<file path="config.mk">
export PLATFORM = sky130hd
export DESIGN_NAME = pipelined_csel_adder
export DESIGN_NICKNAME = d
export VERILOG_FILES = /design/src/rtl/csel_pkg.sv /design/src/rtl/csel_segment.sv /design/src/rtl/pipelined_csel_adder.sv
export SDC_FILE = /design/constraint.sdc
export NUM_CORES = 1
export LEC_CHECK = 0
export CAP_MARGIN = 20
export CORE_ASPECT_RATIO = 0.75
export CORE_MARGIN = 1
export CORE_UTILIZATION = 45
export CTS_BUF_LIST = sky130_fd_sc_hd__clkbuf_4 sky130_fd_sc_hd__clkbuf_8 sky130_fd_sc_hd__clkbuf_16
export DETAILED_ROUTE_END_ITERATION = 8
export DONT_BUFFER_PORTS = 1
export PLACE_DENSITY = 0.64
export REMOVE_ABC_BUFFERS = 1
export SLEW_MARGIN = 20
export SYNTH_ARGS = -nofsm -noshare
export SYNTH_HDL_FRONTEND = slang
export SYNTH_SLANG_ARGS = --single-unit
export TNS_END_PERCENT = 20
</file>
<file path="constraint.sdc">
create_clock -name clk -period 8.5 [get_ports clk]
set_clock_uncertainty 0.15 [all_clocks]
set_input_delay 0 -clock clk [delete_from_list [all_inputs] [get_ports clk]]
set_output_delay 0 -clock clk [all_outputs]
set_load 0.05 [all_outputs]
</file>
<file path="src/rtl/csel_pkg.sv">
// Shared helpers for the pipelined carry-select adder: segment/stage counting,
// segment bit boundaries and the per-stage control register layout.
package csel_pkg;

  // Per-stage handshake/carry state; the data fields are sized by the top.
  typedef struct packed {
    logic valid;
    logic carry;
  } stage_ctl_t;

  // Number of SEG_W-bit segments needed to cover WIDTH bits.
  function automatic int unsigned nseg(int unsigned width, int unsigned seg_w);
    return (width + seg_w - 1) / seg_w;
  endfunction

  // Number of pipeline stages needed for nseg_n segments.
  function automatic int unsigned nstg(int unsigned nseg_n, int unsigned segs_per_stg);
    return (nseg_n + segs_per_stg - 1) / segs_per_stg;
  endfunction

  // Lowest bit of segment 'seg', clamped to width so the last segment may be narrower.
  function automatic int unsigned seg_bit(int unsigned seg, int unsigned width,
                                          int unsigned seg_w);
    return (seg * seg_w < width) ? seg * seg_w : width;
  endfunction

endpackage

</file>
<file path="src/rtl/csel_segment.sv">
// Combinational carry-select segment.
// Ports: a, b (W bits) and cin in; sum (W bits) and cout out.
// Two ripple chains precompute the result for carry-in 0 and 1; cin picks one.
module csel_segment #(
  parameter int unsigned W = 4
) (
  input  logic [W-1:0] a,
  input  logic [W-1:0] b,
  input  logic         cin,
  output logic [W-1:0] sum,
  output logic         cout
);

  logic [W-1:0] sum0;
  logic [W-1:0] sum1;
  logic         cout0;
  logic         cout1;

  // Dual ripple chains, one per assumed carry-in.
  always_comb begin
    logic k0;
    logic k1;
    sum0  = '0;
    sum1  = '0;
    k0    = 1'b0;
    k1    = 1'b1;
    for (int i = 0; i < int'(W); i++) begin
      sum0[i] = a[i] ^ b[i] ^ k0;
      sum1[i] = a[i] ^ b[i] ^ k1;
      k0      = (a[i] & b[i]) | (k0 & (a[i] ^ b[i]));
      k1      = (a[i] & b[i]) | (k1 & (a[i] ^ b[i]));
    end
    cout0 = k0;
    cout1 = k1;
  end

  assign sum  = cin ? sum1 : sum0;
  assign cout = cin ? cout1 : cout0;

endmodule

</file>
<file path="src/rtl/pipelined_csel_adder.sv">
// Pipelined carry-select adder/subtractor with valid/ready flow control.
// Ports: clk, rst_n (async, active low); in_valid/in_ready with in_a, in_b,
// in_cin, in_sub; out_valid/out_ready with out_sum, out_cout, out_ovf.
// Each stage resolves SEGS_PER_STG segments and registers the resolved sum
// bits, the running carry and the operand bits still to be added.
module pipelined_csel_adder
  import csel_pkg::*;
#(
  parameter int unsigned WIDTH        = 32,
  parameter int unsigned SEG_W        = 4,
  parameter int unsigned SEGS_PER_STG = 2
) (
  input  logic             clk,
  input  logic             rst_n,
  input  logic             in_valid,
  output logic             in_ready,
  input  logic [WIDTH-1:0] in_a,
  input  logic [WIDTH-1:0] in_b,
  input  logic             in_cin,
  input  logic             in_sub,
  output logic             out_valid,
  input  logic             out_ready,
  output logic [WIDTH-1:0] out_sum,
  output logic             out_cout,
  output logic             out_ovf
);

  localparam int unsigned NSEG = nseg(WIDTH, SEG_W);
  localparam int unsigned NSTG = nstg(NSEG, SEGS_PER_STG);

  logic [NSTG-1:0]  stg_valid;
  logic [NSTG-1:0]  stg_load;
  logic [WIDTH-1:0] b_eff;
  logic             cin_eff;

  // Subtraction becomes A + ~B + 1 at acceptance; in_cin is ignored then.
  assign b_eff   = in_sub ? ~in_b : in_b;
  assign cin_eff = in_sub | in_cin;

  // Stage k may load when empty or when its contents move on this edge.
  always_comb begin
    logic rdy;
    rdy      = out_ready;
    stg_load = '0;
    for (int k = int'(NSTG) - 1; k >= 0; k--) begin
      rdy         = !stg_valid[k] || rdy;
      stg_load[k] = rdy;
    end
  end

  assign in_ready  = stg_load[0];
  assign out_valid = stg_valid[NSTG-1];

  for (genvar k = 0; k < NSTG; k++) begin : g_stg
    localparam int unsigned S0 = k * SEGS_PER_STG;
    localparam int unsigned S1 = (S0 + SEGS_PER_STG < NSEG) ? S0 + SEGS_PER_STG : NSEG;
    localparam int unsigned NS = S1 - S0;
    localparam int unsigned LO = seg_bit(S0, WIDTH, SEG_W);
    localparam int unsigned HI = seg_bit(S1, WIDTH, SEG_W);

    logic [WIDTH-LO-1:0] a_in;
    logic [WIDTH-LO-1:0] b_in;
    logic [HI-LO-1:0]    seg_sum;
    logic [HI-1:0]       sum_d;
    logic [HI-1:0]       sum_q;
    logic                cin_stg;
    logic                cout_stg;
    logic                up_valid;
    stage_ctl_t          ctl_q;

    // Stage inputs: the accepted beat, or the previous stage's registers.
    if (k == 0) begin : g_src
      assign a_in     = in_a;
      assign b_in     = b_eff;
      assign cin_stg  = cin_eff;
      assign up_valid = in_valid;
      assign sum_d    = seg_sum;
    end else begin : g_src
      assign a_in     = g_stg[k-1].g_rem.a_q;
      assign b_in     = g_stg[k-1].g_rem.b_q;
      assign cin_stg  = g_stg[k-1].g_rem.carry_o;
      assign up_valid = stg_valid[k-1];
      assign sum_d    = {seg_sum, g_stg[k-1].sum_q};
    end

    // Segment chain; each segment's carry selects the next one's precomputed pair.
    for (genvar j = 0; j < NS; j++) begin : g_seg
      localparam int unsigned SL = seg_bit(S0 + j, WIDTH, SEG_W);
      localparam int unsigned SH = seg_bit(S0 + j + 1, WIDTH, SEG_W);

      logic ci;
      logic co;

      if (j == 0) begin : g_ci
        assign ci = cin_stg;
      end else begin : g_ci
        assign ci = g_seg[j-1].co;
      end

      csel_segment #(.W(SH - SL)) u_seg (
        .a    (a_in[SL-LO +: SH-SL]),
        .b    (b_in[SL-LO +: SH-SL]),
        .cin  (ci),
        .sum  (seg_sum[SL-LO +: SH-SL]),
        .cout (co)
      );
    end

    assign cout_stg     = g_seg[NS-1].co;
    assign stg_valid[k] = ctl_q.valid;

    // Control and resolved-sum register; data holds when no beat arrives.
    always_ff @(posedge clk or negedge rst_n) begin
      if (!rst_n) begin
        ctl_q <= '0;
        sum_q <= '0;
      end else if (stg_load[k]) begin
        ctl_q.valid <= up_valid;
        if (up_valid) begin
          ctl_q.carry <= cout_stg;
          sum_q       <= sum_d;
        end
      end
    end

    if (k + 1 < NSTG) begin : g_rem
      logic [WIDTH-HI-1:0] a_q;
      logic [WIDTH-HI-1:0] b_q;
      logic                carry_o;

      assign carry_o = ctl_q.carry;

      // Operand bits above this stage, carried forward for later stages.
      always_ff @(posedge clk or negedge rst_n) begin
        if (!rst_n) begin
          a_q <= '0;
          b_q <= '0;
        end else if (stg_load[k] && up_valid) begin
          a_q <= a_in[WIDTH-LO-1:HI-LO];
          b_q <= b_in[WIDTH-LO-1:HI-LO];
        end
      end
    end else begin : g_out
      logic ovf_q;

      // The last stage still sees both operand MSBs, so overflow is formed here.
      always_ff @(posedge clk or negedge rst_n) begin
        if (!rst_n) begin
          ovf_q <= 1'b0;
        end else if (stg_load[k] && up_valid) begin
          ovf_q <= (a_in[WIDTH-LO-1] == b_in[WIDTH-LO-1]) &&
                   (seg_sum[HI-LO-1] != a_in[WIDTH-LO-1]);
        end
      end

      assign out_sum  = sum_q;
      assign out_cout = ctl_q.carry;
      assign out_ovf  = ovf_q;
    end
  end

endmodule

</file>
## Yosys cells after proc, flatten, opt, wreduce, memory -nomap -nowiden

Cells that the tools add are included.

| word-level totals | value |
|---|---|
| ROM bits | 0 |
| logic and storage cells | 281 |
| input port bits | 70 |
| memories | 0 |
| bits in writable memories | 0 |
| latch bits | 0 |
| register bits | 185 |
| output and inout bits | 36 |

| cells by class | value |
|---|---|
| reductions and logical operators | 17 |
| multiply operators | 0 |
| add/subtract/negate cells | 0 |
| div/mod/pow operators | 0 |
| equality and inequality tests | 2 |
| bitwise gates (word level) | 226 |
| shift-type cells | 0 |
| magnitude comparators | 0 |
| multiplexer cells | 17 |

Operator list:

| operator | number |
|---|---|
| $and 1x1->1 | 80 |
| $xor 1x1->1 | 80 |
| $or 1x1->1 | 57 |
| $mux 32 | 1 |
| $mux 4 | 8 |
| $not 32->32 | 1 |
| $mux 1 | 8 |
| $not 1->1 | 8 |
| $reduce_and 2->1 | 4 |
| $logic_and 1x1->1 | 5 |
| $logic_not 1->1 | 4 |
| $logic_or 1x1->1 | 4 |
| $eq 1x1->1 | 1 |
| $ne 1x1->1 | 1 |

## Longest topological paths before layout

Gate-level depths: netlist of the first run.

| logic depth | value |
|---|---|
| word-level depth | 12 |
| depth in mapped cells | 17 |
| mapped depth without buffers | 16 |

## Cells and area by module

From an unflattened synthesis of the first run, not the netlist that was laid out.

| unflattened totals | value |
|---|---|
| cell total of the unflattened synthesis | 589 |
| area total of the unflattened synthesis | 8,476.9 µm² |

By module, submodules not included:

| module | times used | area each (µm²) | cells each | seq. area each (µm²) |
|---|---|---|---|---|
| pipelined_csel_adder | 1 | 7,305.8 | 437 | 4,629.4 |
| csel_segment at g_stg[0].g_seg[0].u_seg ... | 4 | 148.9 | 19 | 0.0 |
| csel_segment at g_stg[2].g_seg[0].u_seg ... | 4 | 143.9 | 19 | 0.0 |

## Least setup slack after synthesis of the first run

OpenSTA, ideal clock, no wires.

| timing | value |
|---|---|
| path kind | input to register |
| from | input in_sub |
| to | register g_stg[0].sum_q[7] |
| cell stages on the path | 17 |
| arrival | 3.578 ns |
| slack | 4.647 ns |
| setup time | 0.125 ns |
| buffers on the path | 2 |
| data required time | 8.225 ns |
| cells stage by stage | buf_2 -> buf_2 -> xor2_1 -> inv_1 -> ha_1 -> o21ai_0 -> o31ai_1 -> fa_1 -> fa_1 -> inv_1 -> fa_1 -> mux2i_1 -> fa_1 -> fa_1 -> inv_1 -> fa_1 -> mux2_2 |

| between the ends | value |
|---|---|
| cells in the longest elaborated chain, start to end | 11 |
| elaborated cells on any way between the ends | 43 |
| classes of those cells | mux (3); bitwise (40) |

Ends and longest elaborated chain:

| what | line | source |
|---|---|---|
| from (decl) | pipelined_csel_adder.sv:20 | `input logic in_sub,` |
| $mux 32 | pipelined_csel_adder.sv:37 | `assign b_eff = in_sub ? ~in_b : in_b;` |
| $and 1x1->1 or $xor 1x1->1 (tied branches) | csel_segment.sv:30, csel_segment.sv:31 |  |
| $or 1x1->1 | csel_segment.sv:31 | `k1 = (a[i] & b[i]) \| (k1 & (a[i] ^ b[i]));` |
| $and 1x1->1 | csel_segment.sv:31 |  |
| $or 1x1->1 | csel_segment.sv:31 |  |
| $and 1x1->1 | csel_segment.sv:31 |  |
| $or 1x1->1 | csel_segment.sv:31 |  |
| $and 1x1->1 | csel_segment.sv:31 |  |
| $or 1x1->1 | csel_segment.sv:31 |  |
| $mux 1 | csel_segment.sv:38 | `assign cout = cin ? cout1 : cout0;` |
| $mux 4 * | csel_segment.sv:37 | `assign sum = cin ? sum1 : sum0;` |
| via g_stg[0].g_seg[1].u_seg.sum[3] | csel_segment.sv:10 | `output logic [W-1:0] sum,` |
| to (signal assigned) | pipelined_csel_adder.sv:121 | `sum_q <= sum_d;` |
| to (decl) | pipelined_csel_adder.sv:65 | `logic [HI-1:0] sum_q;` |

The timed path passes the listed nets; every way through them passes the cells marked *.
A chain may end at the register's enable or synchronous reset.

## Worst setup path in the final report of the first run

| timing | value |
|---|---|
| from | input in_cin |
| to | register g_stg[0].sum_q[7] |

| between the ends | value |
|---|---|
| cells in the longest elaborated chain, start to end | 3 |

Ends and longest elaborated chain:

| what | line | source |
|---|---|---|
| from (decl) | pipelined_csel_adder.sv:19 | `input logic in_cin,` |
| $or 1x1->1 | pipelined_csel_adder.sv:38 | `assign cin_eff = in_sub \| in_cin;` |
| $mux 1 | csel_segment.sv:38 |  |
| $mux 4 | csel_segment.sv:37 |  |
| via g_stg[0].g_seg[1].u_seg.sum[3] | csel_segment.sv:10 |  |

The timed path passes the listed nets, and every way through them passes these cells.

==> impl_summary.log, run 1 <==
[metrics] run status: finished clean
[metrics] Maximum Capacitance Violations: 0
[metrics] worst min path class: in2reg
[metrics] Tmin final: 3900 ps
[metrics] unrepaired setup endpoints after global routing: false
[metrics] Syn. warnings: 0
[metrics] residual DRC count: 0
[metrics] Initial Utilization: 46.2%
[metrics] overall die width: 158 um
[metrics] Iteration-0 DRC Markers: 151
[metrics] vias in the first global route: 4,956
[metrics] Final #Nets: ~760
[metrics] number of pins exceeding their max-slew limit in the final report: 0
[metrics] number of clock sinks: 185
[metrics] register bit count reported by yosys: 185
[metrics] pin count of the biggest net entering global routing: 186
[metrics] final-layout setup total negative slack: 0 ps
[metrics] worst endpoint data arrival time: 4060 ps
[metrics] routability-driven placement congestion ratio: between 0.7 and 0.8
[metrics] antenna cells: 0
[metrics] cell area after placement: 8390 sq um
[metrics] Synth Instances: 555
[metrics] total congestion overflow after global routing: 0
[metrics] GRT Resource Usage Total: 16.9%
[metrics] maximum buffer depth of the clock tree: 2
[metrics] H-tree levels: 4
[metrics] PD cells: 327 nW/um^2
[metrics] layout cell share with drive strength beyond 1: 25.9%
[metrics] total die area: ~19,000 sq um
[metrics] IO Pins: 106
[metrics] number of antenna violations at the first check in global routing: 0
[metrics] Final Hold Viols: 0
[metrics] routed vias: 4,424
[metrics] area added between synthesis and finish: 21.8%
[metrics] proportion of synthesized chip area in sequential cells: roughly 57%
[metrics] final instance area: ~10000 sq um
[metrics] clock tree from TritonCTS: done
[metrics] DR vias/cell: 4.89
[metrics] startpoint type of the worst setup path: primary input
[metrics] CTS Root Buffer Type: sky130_fd_sc_hd__clkbuf_16
[metrics] remaining number of nets flagged by the antenna check after routing: 0
[metrics] most common cell after layout, fill and taps aside: sky130_fd_sc_hd__dfrtp_1
[metrics] kind of critical path: in2reg
[metrics] post-detail-place hpwl: ~8400 um
[metrics] fin crit share: 45.9%
[metrics] Worst Max-Slew Pin Slew: roughly 940 ps
[metrics] wire length of the first global-routing pass: 24,200 um
[metrics] vertical die dimension: 119 um
[metrics] final routed wire length divided by cell count: between 15 and 20 um
[metrics] average cell area after synthesis: 14.7 sq um
[metrics] Crit path required time: 8660 ps
[metrics] combined area of all synthesized cells: 8180 sq um
[metrics] total power: 0.00326 W
[metrics] kind of capture point of the worst setup path: flop
[metrics] cell row count: 42
[metrics] drt total wl: 14,100 um
[metrics] total iterations of the first detailed-routing run: 4
[metrics] final core utilization: 56.3%
[metrics] Worst-Skew Late Latency: 420 ps
[metrics] number of buffers inserted during clock tree synthesis: 17
[metrics] clock-pin slew on the worst setup and hold paths: around 70 ps
[metrics] Buffers on Ports: 0
[metrics] number of buffers inserted to repair setup after CTS: 0
[metrics] worst max-slew margin expressed relative to the limit: 37.0%
[metrics] largest fanout of any net on the critical path: 3
[metrics] LEAKAGE: 4.41 nW
[metrics] Max Clk Rate: approximately 260 MHz
[metrics] total of endpoints with negative setup slack in the final report: 0
[metrics] Worst IR Drop VDD: 0.142 mV
[metrics] synth unique cells: 23
[metrics] core area: approximately 18,000 sq um
[metrics] leading cell types in the layout, fill and taps excluded: sky130_fd_sc_hd__dfrtp_1 (185), sky130_fd_sc_hd__mux2_2 (131), sky130_fd_sc_hd__dlygate4sd3_1 (94)
per-layer routing:
layer	wire [um]	vias up	share of wire [%]	GRT usage (%)
met5	0	-	0	0
met4	135	0	0.96	4.49
met3	959	16	6.8	6.16
met2	6800	94	48	27.6
met1	6200	2276	44	20.9
li1	-	2038	-	-
logic make-up (layout without fill, tap and decap cells):
group / after synthesis / after routing / synth area share [%]
buf+inv: 71 / 179 / 4.01
fa+ha+maj: 41 / 41 / 8.47
xor+xnor: 41 / 41 / 4.39
simple gates: 18 / 18 / 1.09
flops: 185 / 185 / 56.6
compound gates: 24 / 24 / 1.58
mux: 175 / 175 / 23.9
registers in the layout, indices dropped and copies added, names as in the netlist:
name,count
g_stg.sum_q,48
out_valid,1
g_stg.g_rem.b_q,48
g_stg.g_rem.carry_o,3
out_sum,32
g_stg.up_valid,3
out_ovf,1
g_stg.g_rem.a_q,48
out_cout,1
per-stage QoR:
stage	instances	hold WS [ps]	setup WS, ps
3_5_place_dp	778	-440	4730
2_1_floorplan	533	-446	4920
5_1_grt	905	89.1	4420
4_1_cts	905	64.4	4590
6_report	905	80.0	4600
3_3_place_gp	777	-441	4770
area by class of cell:
cell class	instances	area (sq um)
sequential	185	4630
clock inverter	9	114
inverter	49	184
tap	242	303
timing repair buffer	98	1000
multi-input combinational	299	3240
fill	1433	7740
clock buffer	23	495
final timing paths:
| kind | startpoint | endpoint | slack, ps | depth (start not counted) |
|---|---|---|---|---|
| worst max-delay path | in_cin | g_stg[0].sum_q[7]$_DFFE_PN0P_ | 4600 | 14 |
| worst min-delay path | in_a[12] | g_stg[0].g_rem.a_q[4]$_DFFE_PN0P_ | 80 | 2 |
| worst max register to register | g_stg[0].g_rem.a_q[0]$_DFFE_PN0P_ | g_stg[1].sum_q[15]$_DFFE_PN0P_ | 4730 | 12 |
| worst min register to register | g_stg[0].g_rem.a_q[23]$_DFFE_PN0P_ | g_stg[1].g_rem.a_q[15]$_DFFE_PN0P_ | 340 | 1 |
| max in group asynchronous | rst_n | g_stg[2].sum_q[4]$_DFFE_PN0P_ | 7400 | 2 |
| min in group asynchronous | rst_n | g_stg[0].g_rem.b_q[22]$_DFFE_PN0P_ | 150 | 2 |
Yosys cell counts, drive strengths merged:
master	instances	area, sq um
nand2	6	22.5
fa	24	480
xor2	32	280
nor2b	1	6.26
o31ai	2	15.0
nand4b	1	8.76
or2	1	6.26
xnor2	9	78.8
buf	22	144
mux2i	13	130
a21oi	4	20.0
mux2	162	1820
nand2b	3	18.8
nand3b	1	7.51
ha	17	213
o21ai	18	93.8
nor2	5	18.8
inv	49	184
dfrtp	185	4630
worst max-delay path: stages:
cell and delay [ps]:
sky130_fd_sc_hd__dlygate4sd3_1 560, sky130_fd_sc_hd__o21ai_0 160, sky130_fd_sc_hd__o31ai_1 110, sky130_fd_sc_hd__fa_1 390, sky130_fd_sc_hd__fa_1 370, sky130_fd_sc_hd__inv_1 80
sky130_fd_sc_hd__fa_1 220, sky130_fd_sc_hd__mux2i_1 100, sky130_fd_sc_hd__fa_1 390, sky130_fd_sc_hd__fa_1 390, sky130_fd_sc_hd__inv_1 70, sky130_fd_sc_hd__fa_1 390
sky130_fd_sc_hd__dlygate4sd3_1 560, sky130_fd_sc_hd__mux2_2 250
power by group:
group / total (W) / switching (W) / internal [W]
combinational: 0.000757 / 0.000308 / 0.000449
sequential: 0.00170 / 0.000497 / 0.00121
clock: 0.000803 / 0.000330 / 0.000473
total: 0.00326 / 0.00113 / 0.00213
timing repair:
action                    4_1_cts  5_1_grt
hold endpoints to repair      254        0
hold buffers                   95        0
gates resized for setup         0        0
(Power assumes the default switching activity.)
==> run 2, diff against run 1 <==
PLACE_DENSITY = 0.66   (was 0.64)
clock period = 3.45 ns   (was 8.5 ns; I/O delays follow)
==> run 2 against run 1 <==
  * Sequential share of layout area down 0.42 points
  * Total power rose by 150%
  * Highest routed layer unchanged
  * Sequential cell count is the same
  * Final cell count grew 0.88%
  * Critical path depth decreased by 1
  * Largest cell class unchanged
  * Die area unchanged
  * Clock power rose by 130%
  * Hold slack got worse by 950 ps
  * The run now ends with hold timing, setup timing left
==> impl_summary.log, run 2 (synthesis gave the netlist of run 1 again) <==
[metrics] run status: complete, but fails checks (was finished clean)
[metrics] violated checks: hold timing, setup timing
[metrics] clock-pin slew on the worst setup and hold paths: 70 ps (about the same)
[metrics] register share of total power: 51.9% (was 52.2%)
[metrics] switch share: 35.1% (was 34.8%)
[metrics] Initial Utilization: 46.2% (unchanged)
[metrics] CTS Root Buffer Type: sky130_fd_sc_hd__clkbuf_16 (unchanged)
[metrics] final routed wire length divided by cell count: 16.0 um (was 15.6 um)
[metrics] routability-driven placement congestion ratio: 0.764 (was 0.748)
[metrics] number of antenna violations at the first check in global routing: 0 (unchanged)
[metrics] unrepaired setup endpoints after global routing: true (was false)
[metrics] number of pins exceeding their max-slew limit in the final report: 0 (unchanged)
[metrics] H-tree levels: 4 (unchanged)
[metrics] PD cells: 806 nW/um^2 (was 327 nW/um^2)
[metrics] internal power component: 0.00526 W (was 0.00213 W)
[metrics] clock tree from TritonCTS: done (unchanged)
[metrics] Worst-Skew Late Latency: 420 ps (about the same)
[metrics] kind of critical path: reg2reg (was in2reg)
[metrics] antenna cells: 0 (unchanged)
[metrics] remaining number of nets flagged by the antenna check after routing: 0 (unchanged)
[metrics] post-detail-place hpwl: 8940 um (was 8440 um)
[metrics] Worst Slack Setup Final: -89.3 ps (was 4600 ps)
[metrics] Worst IR Drop VDD: 0.320 mV (was 0.142 mV)
[metrics] total congestion overflow after global routing: 0 (unchanged)
[metrics] share of total power in the clock network: 22.9% (was 24.6%)
[metrics] most common cell after layout, fill and taps aside: sky130_fd_sc_hd__dfrtp_1 (unchanged)
[metrics] Maximum Capacitance Violations: 0 (unchanged)
[metrics] LEAKAGE: 4.40 nW (was 4.41 nW)
[metrics] worst min path class: in2async (was in2reg)
[metrics] vertical die dimension: 119 um (unchanged)
[metrics] GRT Resource Usage Total: 17.5% (was 16.9%)
[metrics] Largest regs: g_stg.g_rem.a_q x48, g_stg.g_rem.b_q x48, g_stg.sum_q x48 (unchanged)
[metrics] routed vias: 4,487 (was 4,424)
[metrics] area added between synthesis and finish: 23.0% (was 21.8%)
[metrics] drt total wl: 14,600 um (was 14,100 um)
[metrics] Max Clk Rate: 283 MHz
[metrics] cell row count: 42 (unchanged)
[metrics] kind of capture point of the worst setup path: flop (unchanged)
[metrics] startpoint type of the worst setup path: flop (was primary input)
[metrics] total iterations of the first detailed-routing run: 4 (unchanged)
[metrics] vias in the first global route: 4,859 (was 4,956)
[metrics] layout cell share with drive strength beyond 1: 32.5% (was 25.9%)
[metrics] IO Pins: 106 (unchanged)
[metrics] count of placed standard cells including taps: 786 (was 778)
[metrics] count of placed standard cells in the final layout, fillers left out: 913 (was 905)
[metrics] proportion of power drawn by combinational gates: 25.2% (was 23.2%)
[metrics] overall die width: 158 um (unchanged)
[metrics] wire length of the first global-routing pass: 24,700 um (was 24,200 um)
[metrics] number of buffers inserted during clock tree synthesis: 17 (unchanged)
[metrics] core area: 17,700 sq um (unchanged)
[metrics] worst max-slew margin expressed relative to the limit: 36.3% (was 37.0%)
[metrics] fin crit share: 103%
[metrics] Setup WS pre-CTS: -306 ps (was 4730 ps)
[metrics] Iteration-0 DRC Markers: 149 (was 151)
[metrics] total die area: 18,700 sq um (unchanged)
[metrics] DR vias/cell: 4.91 (was 4.89)
[metrics] residual DRC count: 0 (unchanged)
[metrics] Final Hold Viols: 185 (was 0)
[metrics] final-layout setup total negative slack: -209 ps (was 0 ps)
[metrics] number of clock sinks: 185 (unchanged)
[metrics] total power: 0.00811 W (was 0.00326 W)
[metrics] number of hold buffers added after CTS: 93 (was 95)
[metrics] pin count of the biggest net entering global routing: 186 (unchanged)
[metrics] Buffers on Ports: 0 (unchanged)
[metrics] Hold WS: -872 ps (was 80.0 ps)
[metrics] Tmin final: 3540 ps
[metrics] Crit path required time: 3640 ps (was 8660 ps)
[metrics] total of endpoints with negative setup slack in the final report: 3 (was 0)
[metrics] Final #Nets: 771 (was 761)
[metrics] Worst Max-Slew Pin Slew: 952 ps (was 942 ps)
[metrics] maximum buffer depth of the clock tree: 2 (unchanged)
[metrics] worst endpoint data arrival time: 3730 ps (was 4060 ps)
[metrics] largest fanout of any net on the critical path: 3 (unchanged)
[metrics] leading cell types in the layout, fill and taps excluded: sky130_fd_sc_hd__dfrtp_1 (185), sky130_fd_sc_hd__mux2_2 (131), sky130_fd_sc_hd__dlygate4sd3_1 (92) (was sky130_fd_sc_hd__dfrtp_1 (185), sky130_fd_sc_hd__mux2_2 (131), sky130_fd_sc_hd__dlygate4sd3_1 (94))
[metrics] power dissipated by switching net loads: 0.00284 W (was 0.00113 W)
-- run 2: worst paths after layout --
path,endpoint,slack (ps),startpoint,cells after the start
max,g_stg[2].sum_q[23]$_DFFE_PN0P_,-90,g_stg[1].g_rem.b_q[0]$_DFFE_PN0P_,13
min,g_stg[1].g_rem.a_q[15]$_DFFE_PN0P_,-870,rst_n,0
max reg2reg,g_stg[2].sum_q[23]$_DFFE_PN0P_,-90,g_stg[1].g_rem.b_q[0]$_DFFE_PN0P_,13
min reg2reg,g_stg[1].sum_q[13]$_DFFE_PN0P_,340,g_stg[1].sum_q[13]$_DFFE_PN0P_,1
max in group asynchronous,g_stg[1].g_rem.b_q[5]$_DFFE_PN0P_,3670,rst_n,0
min in group clk,g_stg[0].g_rem.a_q[4]$_DFFE_PN0P_,90,in_a[12],2
-- run 2: worst max-delay path: stages (launching register included) --
cell,delay [ps]
sky130_fd_sc_hd__dfrtp_1,400
sky130_fd_sc_hd__ha_2,190
sky130_fd_sc_hd__nor2_2,90
sky130_fd_sc_hd__a21oi_2,40
sky130_fd_sc_hd__fa_2,350
sky130_fd_sc_hd__fa_2,370
sky130_fd_sc_hd__fa_2,370
sky130_fd_sc_hd__nor2_2,130
sky130_fd_sc_hd__a21oi_2,50
sky130_fd_sc_hd__fa_2,370
sky130_fd_sc_hd__fa_2,360
sky130_fd_sc_hd__inv_2,60
sky130_fd_sc_hd__fa_1,400
sky130_fd_sc_hd__mux2i_1,130
-- run 2: power by group through the flow --
stage,clock network (W),logic [W],registers [W]
final,0.00185,0.00205,0.00420
after global routing,0.00201,0.00232,0.00433
after CTS,0.00191,0.00202,0.00422
after global placement,0,0.00167,0.00422
after detailed placement,0,0.00176,0.00425
after floorplan,0,0.00142,0.00406
-- run 2: what timing repair did --
item | in CTS | in global routing
endpoints found under the hold margin | 254 | 185
gates cloned | 0 | 0
pin swaps | 15 | 14
gates resized for setup | 24 | 16
setup endpoints to repair | 8 | 11
setup buffers | 4 | 1
-- run 2: layer usage --
| layer | wire (um) | GRT usage [%] | vias up |
|---|---|---|---|
| met5 | 0 | 0 | - |
| met4 | 187 | 5.40 | 0 |
| met3 | 957 | 5.79 | 16 |
| met2 | 6960 | 27.9 | 103 |
| met1 | 6500 | 22.3 | 2307 |
| li1 | - | - | 2061 |
-- run 2: cell type report --
type	instances	area (sq um)
Tap cell	242	303
Clock buffer	20	467
Inverter	49	184
Timing Repair Buffer	108	1040
Clock inverter	10	96.3
Fill cell	1440	7650
Multi-Input combinational cell	299	3340
Sequential cell	185	4630
-- run 2: metrics by stage --
stage / instance area (sq um) / utilization, %
5_1_grt: 10100 / 56.8
3_5_place_dp: 8440 / 47.6
4_1_cts: 10000 / 56.6
2_1_floorplan: 8040 / -
6_report: 10100 / 56.8
3_3_place_gp: 8440 / 47.6
==> run 3, diff against run 2 <==
CORE_UTILIZATION = 40   (was 45)
PLACE_DENSITY = 0.6   (was 0.66)
==> run 3 against run 2 <==
  * Non-clock buffer count unchanged
  * Setup slack worse by 23 ps
  * Sequential cell count unchanged
  * Largest power group unchanged
  * Final cell count up 1.4%
  * Count of clock-buffer cells in the layout down 1
  * Critical endpoint unchanged
  * The flow still finishes with violations (hold timing, setup timing)
  * Global-route usage down 1.6 points
==> impl_summary.log, run 3 (synthesis gave the netlist of run 1 again) <==
[metrics] run status: complete, but fails checks (unchanged)
[metrics] violated checks: hold timing, setup timing (unchanged)
[metrics] startpoint type of the worst setup path: flop (unchanged)
[metrics] routability-driven placement congestion ratio: 0.746 (was 0.764)
[metrics] core area: 19,700 sq um (was 17,700 sq um)
[metrics] number of buffers inserted during clock tree synthesis: 17 (unchanged)
[metrics] total power: 0.00824 W (was 0.00811 W)
[metrics] number of clock sinks: 185 (unchanged)
[metrics] FF-to-FF End: g_stg[2].sum_q[23]$_DFFE_PN0P_ (unchanged)
[metrics] most common cell after layout, fill and taps aside: sky130_fd_sc_hd__dfrtp_1 (unchanged)
[metrics] drt total wl: 14,800 um (was 14,600 um)
[metrics] worst reg-to-reg setup slack: -110 ps (was -90 ps)
[metrics] internal power component: 0.00533 W (was 0.00526 W)
[metrics] DR vias/cell: 4.80 (was 4.91)
[metrics] vertical die dimension: 126 um (was 119 um)
[metrics] fin crit share: 103% (about the same)
[metrics] share of total power in the clock network: 24.2% (was 22.9%)
[metrics] final instance area: 10,100 sq um (about the same)
[metrics] Initial Utilization: 41.5% (was 46.2%)
[metrics] remaining number of nets flagged by the antenna check after routing: 0 (unchanged)
[metrics] kind of capture point of the worst setup path: flop (unchanged)
[metrics] CTS Root Buffer Type: sky130_fd_sc_hd__clkbuf_16 (unchanged)
[metrics] unrepaired setup endpoints after global routing: true (unchanged)
[metrics] proportion of power drawn by combinational gates: 24.9% (was 25.2%)
[metrics] largest fanout of any net on the critical path: 3 (unchanged)
[metrics] area occupied by multi-input gates: 3310 sq um (was 3340 sq um)
[metrics] Final #Nets: 771 (unchanged)
[metrics] Worst R2R Start: g_stg[1].g_rem.a_q[0]$_DFFE_PN0P_ (was g_stg[1].g_rem.b_q[0]$_DFFE_PN0P_)
[metrics] H-tree levels: 4 (unchanged)
[metrics] worst max-slew margin expressed relative to the limit: 37.3% (was 36.3%)
[metrics] LEAKAGE: 4.42 nW (was 4.40 nW)
[metrics] leading cell types in the layout, fill and taps excluded: sky130_fd_sc_hd__dfrtp_1 (185), sky130_fd_sc_hd__mux2_2 (131), sky130_fd_sc_hd__dlygate4sd3_1 (94) (was sky130_fd_sc_hd__dfrtp_1 (185), sky130_fd_sc_hd__mux2_2 (131), sky130_fd_sc_hd__dlygate4sd3_1 (92))
[metrics] register share of total power: 50.9% (was 51.9%)
[metrics] worst endpoint data arrival time: 3760 ps (was 3730 ps)
[metrics] total congestion overflow after global routing: 0 (unchanged)
[metrics] wire length of the first global-routing pass: 25,600 um (was 24,700 um)
[metrics] cell area after placement: 8480 sq um (was 8440 sq um)
[metrics] count of placed standard cells in the final layout, fillers left out: 926 (was 913)
[metrics] worst min path class: in2async (unchanged)
[metrics] PD cells: 816 nW/um^2 (was 806 nW/um^2)
[metrics] final-layout fill cell count: 1,671 (was 1,440)
[metrics] Max Clk Rate: 281 MHz (was 283 MHz)
[metrics] switch share: 35.3% (was 35.1%)
[metrics] number of pins exceeding their max-slew limit in the final report: 0 (unchanged)
[metrics] Tmin final: 3560 ps (was 3540 ps)
[metrics] cell row count: 44 (was 42)
[metrics] total die area: 21,000 sq um (was 18,700 sq um)
[metrics] maximum buffer depth of the clock tree: 2 (unchanged)
[metrics] Setup WS pre-CTS: -280 ps (was -306 ps)
[metrics] final routed wire length divided by cell count: 16.0 um (about the same)
[metrics] final-layout setup total negative slack: -278 ps (was -209 ps)
[metrics] Worst Slack Setup Final: -112 ps (was -89.3 ps)
[metrics] Maximum Capacitance Violations: 0 (unchanged)
[metrics] post-detail-place hpwl: 9240 um (was 8940 um)
[metrics] number of antenna violations at the first check in global routing: 0 (unchanged)
[metrics] total of endpoints with negative setup slack in the final report: 3 (unchanged)
[metrics] pin count of the biggest net entering global routing: 186 (unchanged)
[metrics] antenna cells: 0 (unchanged)
[metrics] Buffers on Ports: 0 (unchanged)
[metrics] routed vias: 4,448 (was 4,487)
[metrics] layout cell share with drive strength beyond 1: 31.5% (was 32.5%)
[metrics] Iteration-0 DRC Markers: 208 (was 149)
[metrics] IO Pins: 106 (unchanged)
[metrics] area added between synthesis and finish: 23.5% (was 23.0%)
[metrics] sequential cell area in the final layout: 4630 sq um (unchanged)
[metrics] residual DRC count: 0 (unchanged)
[metrics] Hold WS: -886 ps (was -872 ps)
[metrics] Worst-Skew Late Latency: 430 ps (was 420 ps)
[metrics] vias in the first global route: 4,949 (was 4,859)
[metrics] power dissipated by switching net loads: 0.00291 W (was 0.00284 W)
[metrics] Final Hold Viols: 185 (unchanged)
[metrics] clock-pin slew on the worst setup and hold paths: 70 ps (about the same)
[metrics] Crit path required time: 3650 ps (was 3640 ps)
[metrics] cell count of the worst reg-to-reg path: 13 (unchanged)
[metrics] overall die width: 167 um (was 158 um)
[metrics] kind of critical path: reg2reg (unchanged)
[metrics] total iterations of the first detailed-routing run: 4 (unchanged)
[metrics] count of placed standard cells including taps: 799 (was 786)
[metrics] Largest regs: g_stg.g_rem.a_q x48, g_stg.g_rem.b_q x48, g_stg.sum_q x48 (unchanged)
[metrics] GRT Resource Usage Total: 15.8% (was 17.5%)
[metrics] Worst Max-Slew Pin Slew: 938 ps (was 952 ps)
[metrics] clock tree from TritonCTS: done (unchanged)
[metrics] number of hold buffers added after CTS: 94 (was 93)
[metrics] Worst IR Drop VDD: 0.305 mV (was 0.320 mV)
-- run 3: cell types whose count changed in the layout (fill, tap and decap cells not counted), moves of 2 or more --
cell,before,now
sky130_fd_sc_hd__clkinv_4,2,0
sky130_fd_sc_hd__clkinv_2,2,0
sky130_fd_sc_hd__inv_8,0,3
sky130_fd_sc_hd__inv_6,1,3
sky130_fd_sc_hd__buf_4,15,12
sky130_fd_sc_hd__o21ai_1,0,2
sky130_fd_sc_hd__mux2i_1,11,13
sky130_fd_sc_hd__mux2i_2,2,0
sky130_fd_sc_hd__clkbuf_8,3,1
sky130_fd_sc_hd__dlygate4sd3_1,92,94
-- run 3: worst max-delay path, stage by stage, from the launching register on --
cell,delay (ps)
sky130_fd_sc_hd__dfrtp_1,400
sky130_fd_sc_hd__ha_2,190
sky130_fd_sc_hd__nor2_2,90
sky130_fd_sc_hd__a21oi_2,50
sky130_fd_sc_hd__fa_2,410
sky130_fd_sc_hd__fa_2,390
sky130_fd_sc_hd__fa_2,390
sky130_fd_sc_hd__nor2_2,100
sky130_fd_sc_hd__a21oi_2,50
sky130_fd_sc_hd__fa_2,350
sky130_fd_sc_hd__fa_2,340
sky130_fd_sc_hd__inv_2,60
sky130_fd_sc_hd__fa_1,400
sky130_fd_sc_hd__mux2i_1,120
-- run 3: worst max path at each step --
| stage | start | to | slack [ps] | cells after the start |
|---|---|---|---|---|
| after floorplan | g_stg[1].g_rem.a_q[0]$_DFFE_PN0P_ | g_stg[2].sum_q[23]$_DFFE_PN0P_ | -130 | 13 |
| after global placement | g_stg[1].g_rem.a_q[0]$_DFFE_PN0P_ | g_stg[2].sum_q[23]$_DFFE_PN0P_ | -250 | 13 |
| after detailed placement | g_stg[1].g_rem.a_q[0]$_DFFE_PN0P_ | g_stg[2].sum_q[23]$_DFFE_PN0P_ | -280 | 13 |
| after CTS | g_stg[2].g_rem.b_q[0]$_DFFE_PN0P_ | out_ovf$_DFFE_PN0P_ | -180 | 16 |
| after global routing | g_stg[1].g_rem.a_q[0]$_DFFE_PN0P_ | g_stg[2].sum_q[23]$_DFFE_PN0P_ | -290 | 13 |
| final | g_stg[1].g_rem.a_q[0]$_DFFE_PN0P_ | g_stg[2].sum_q[23]$_DFFE_PN0P_ | -110 | 13 |
-- run 3: area by class of cell --
type                    instances  area share, %
multi-input cells             299           32.7
clock inverters                13           1.56
flip-flops and latches        185           45.8
inverters                      49           1.82
clock buffers                  19           4.42
repair buffers                108           10.5
well taps                     253           3.13
-- run 3: power groups by stage --
stage	combinational, W	clock [W]	sequential, W
finish	0.00205	0.00199	0.00420
global route	0.00234	0.00215	0.00433
CTS	0.00206	0.00205	0.00422
detailed placement	0.00183	0	0.00426
global placement	0.00174	0	0.00422
floorplan	0.00142	0	0.00406
-- run 3: layer usage --
metal	up-vias	global-route usage [%]	part of all wire, %
li1	2060	-	-
met1	2284	20.2	45
met2	87	25.6	48
met3	17	5.28	6.1
met4	0	4.86	1.1
met5	-	0	0
-- run 3: metrics by stage --
stage          hold WS [ps]  utilization (%)
2_1_floorplan          -446                -
3_3_place_gp           -441             43.0
3_5_place_dp           -441             43.0
4_1_cts                -909             51.1
5_1_grt                -912             51.3
6_report               -886             51.3
-- run 3: repair_timing --
item                                    in CTS  in global routing
pin swaps                                    8                 14
endpoints found under the setup margin       8                 11
setup buffers                                1                  0
resized for setup                           21                 13
hold endpoints to repair                   254                185
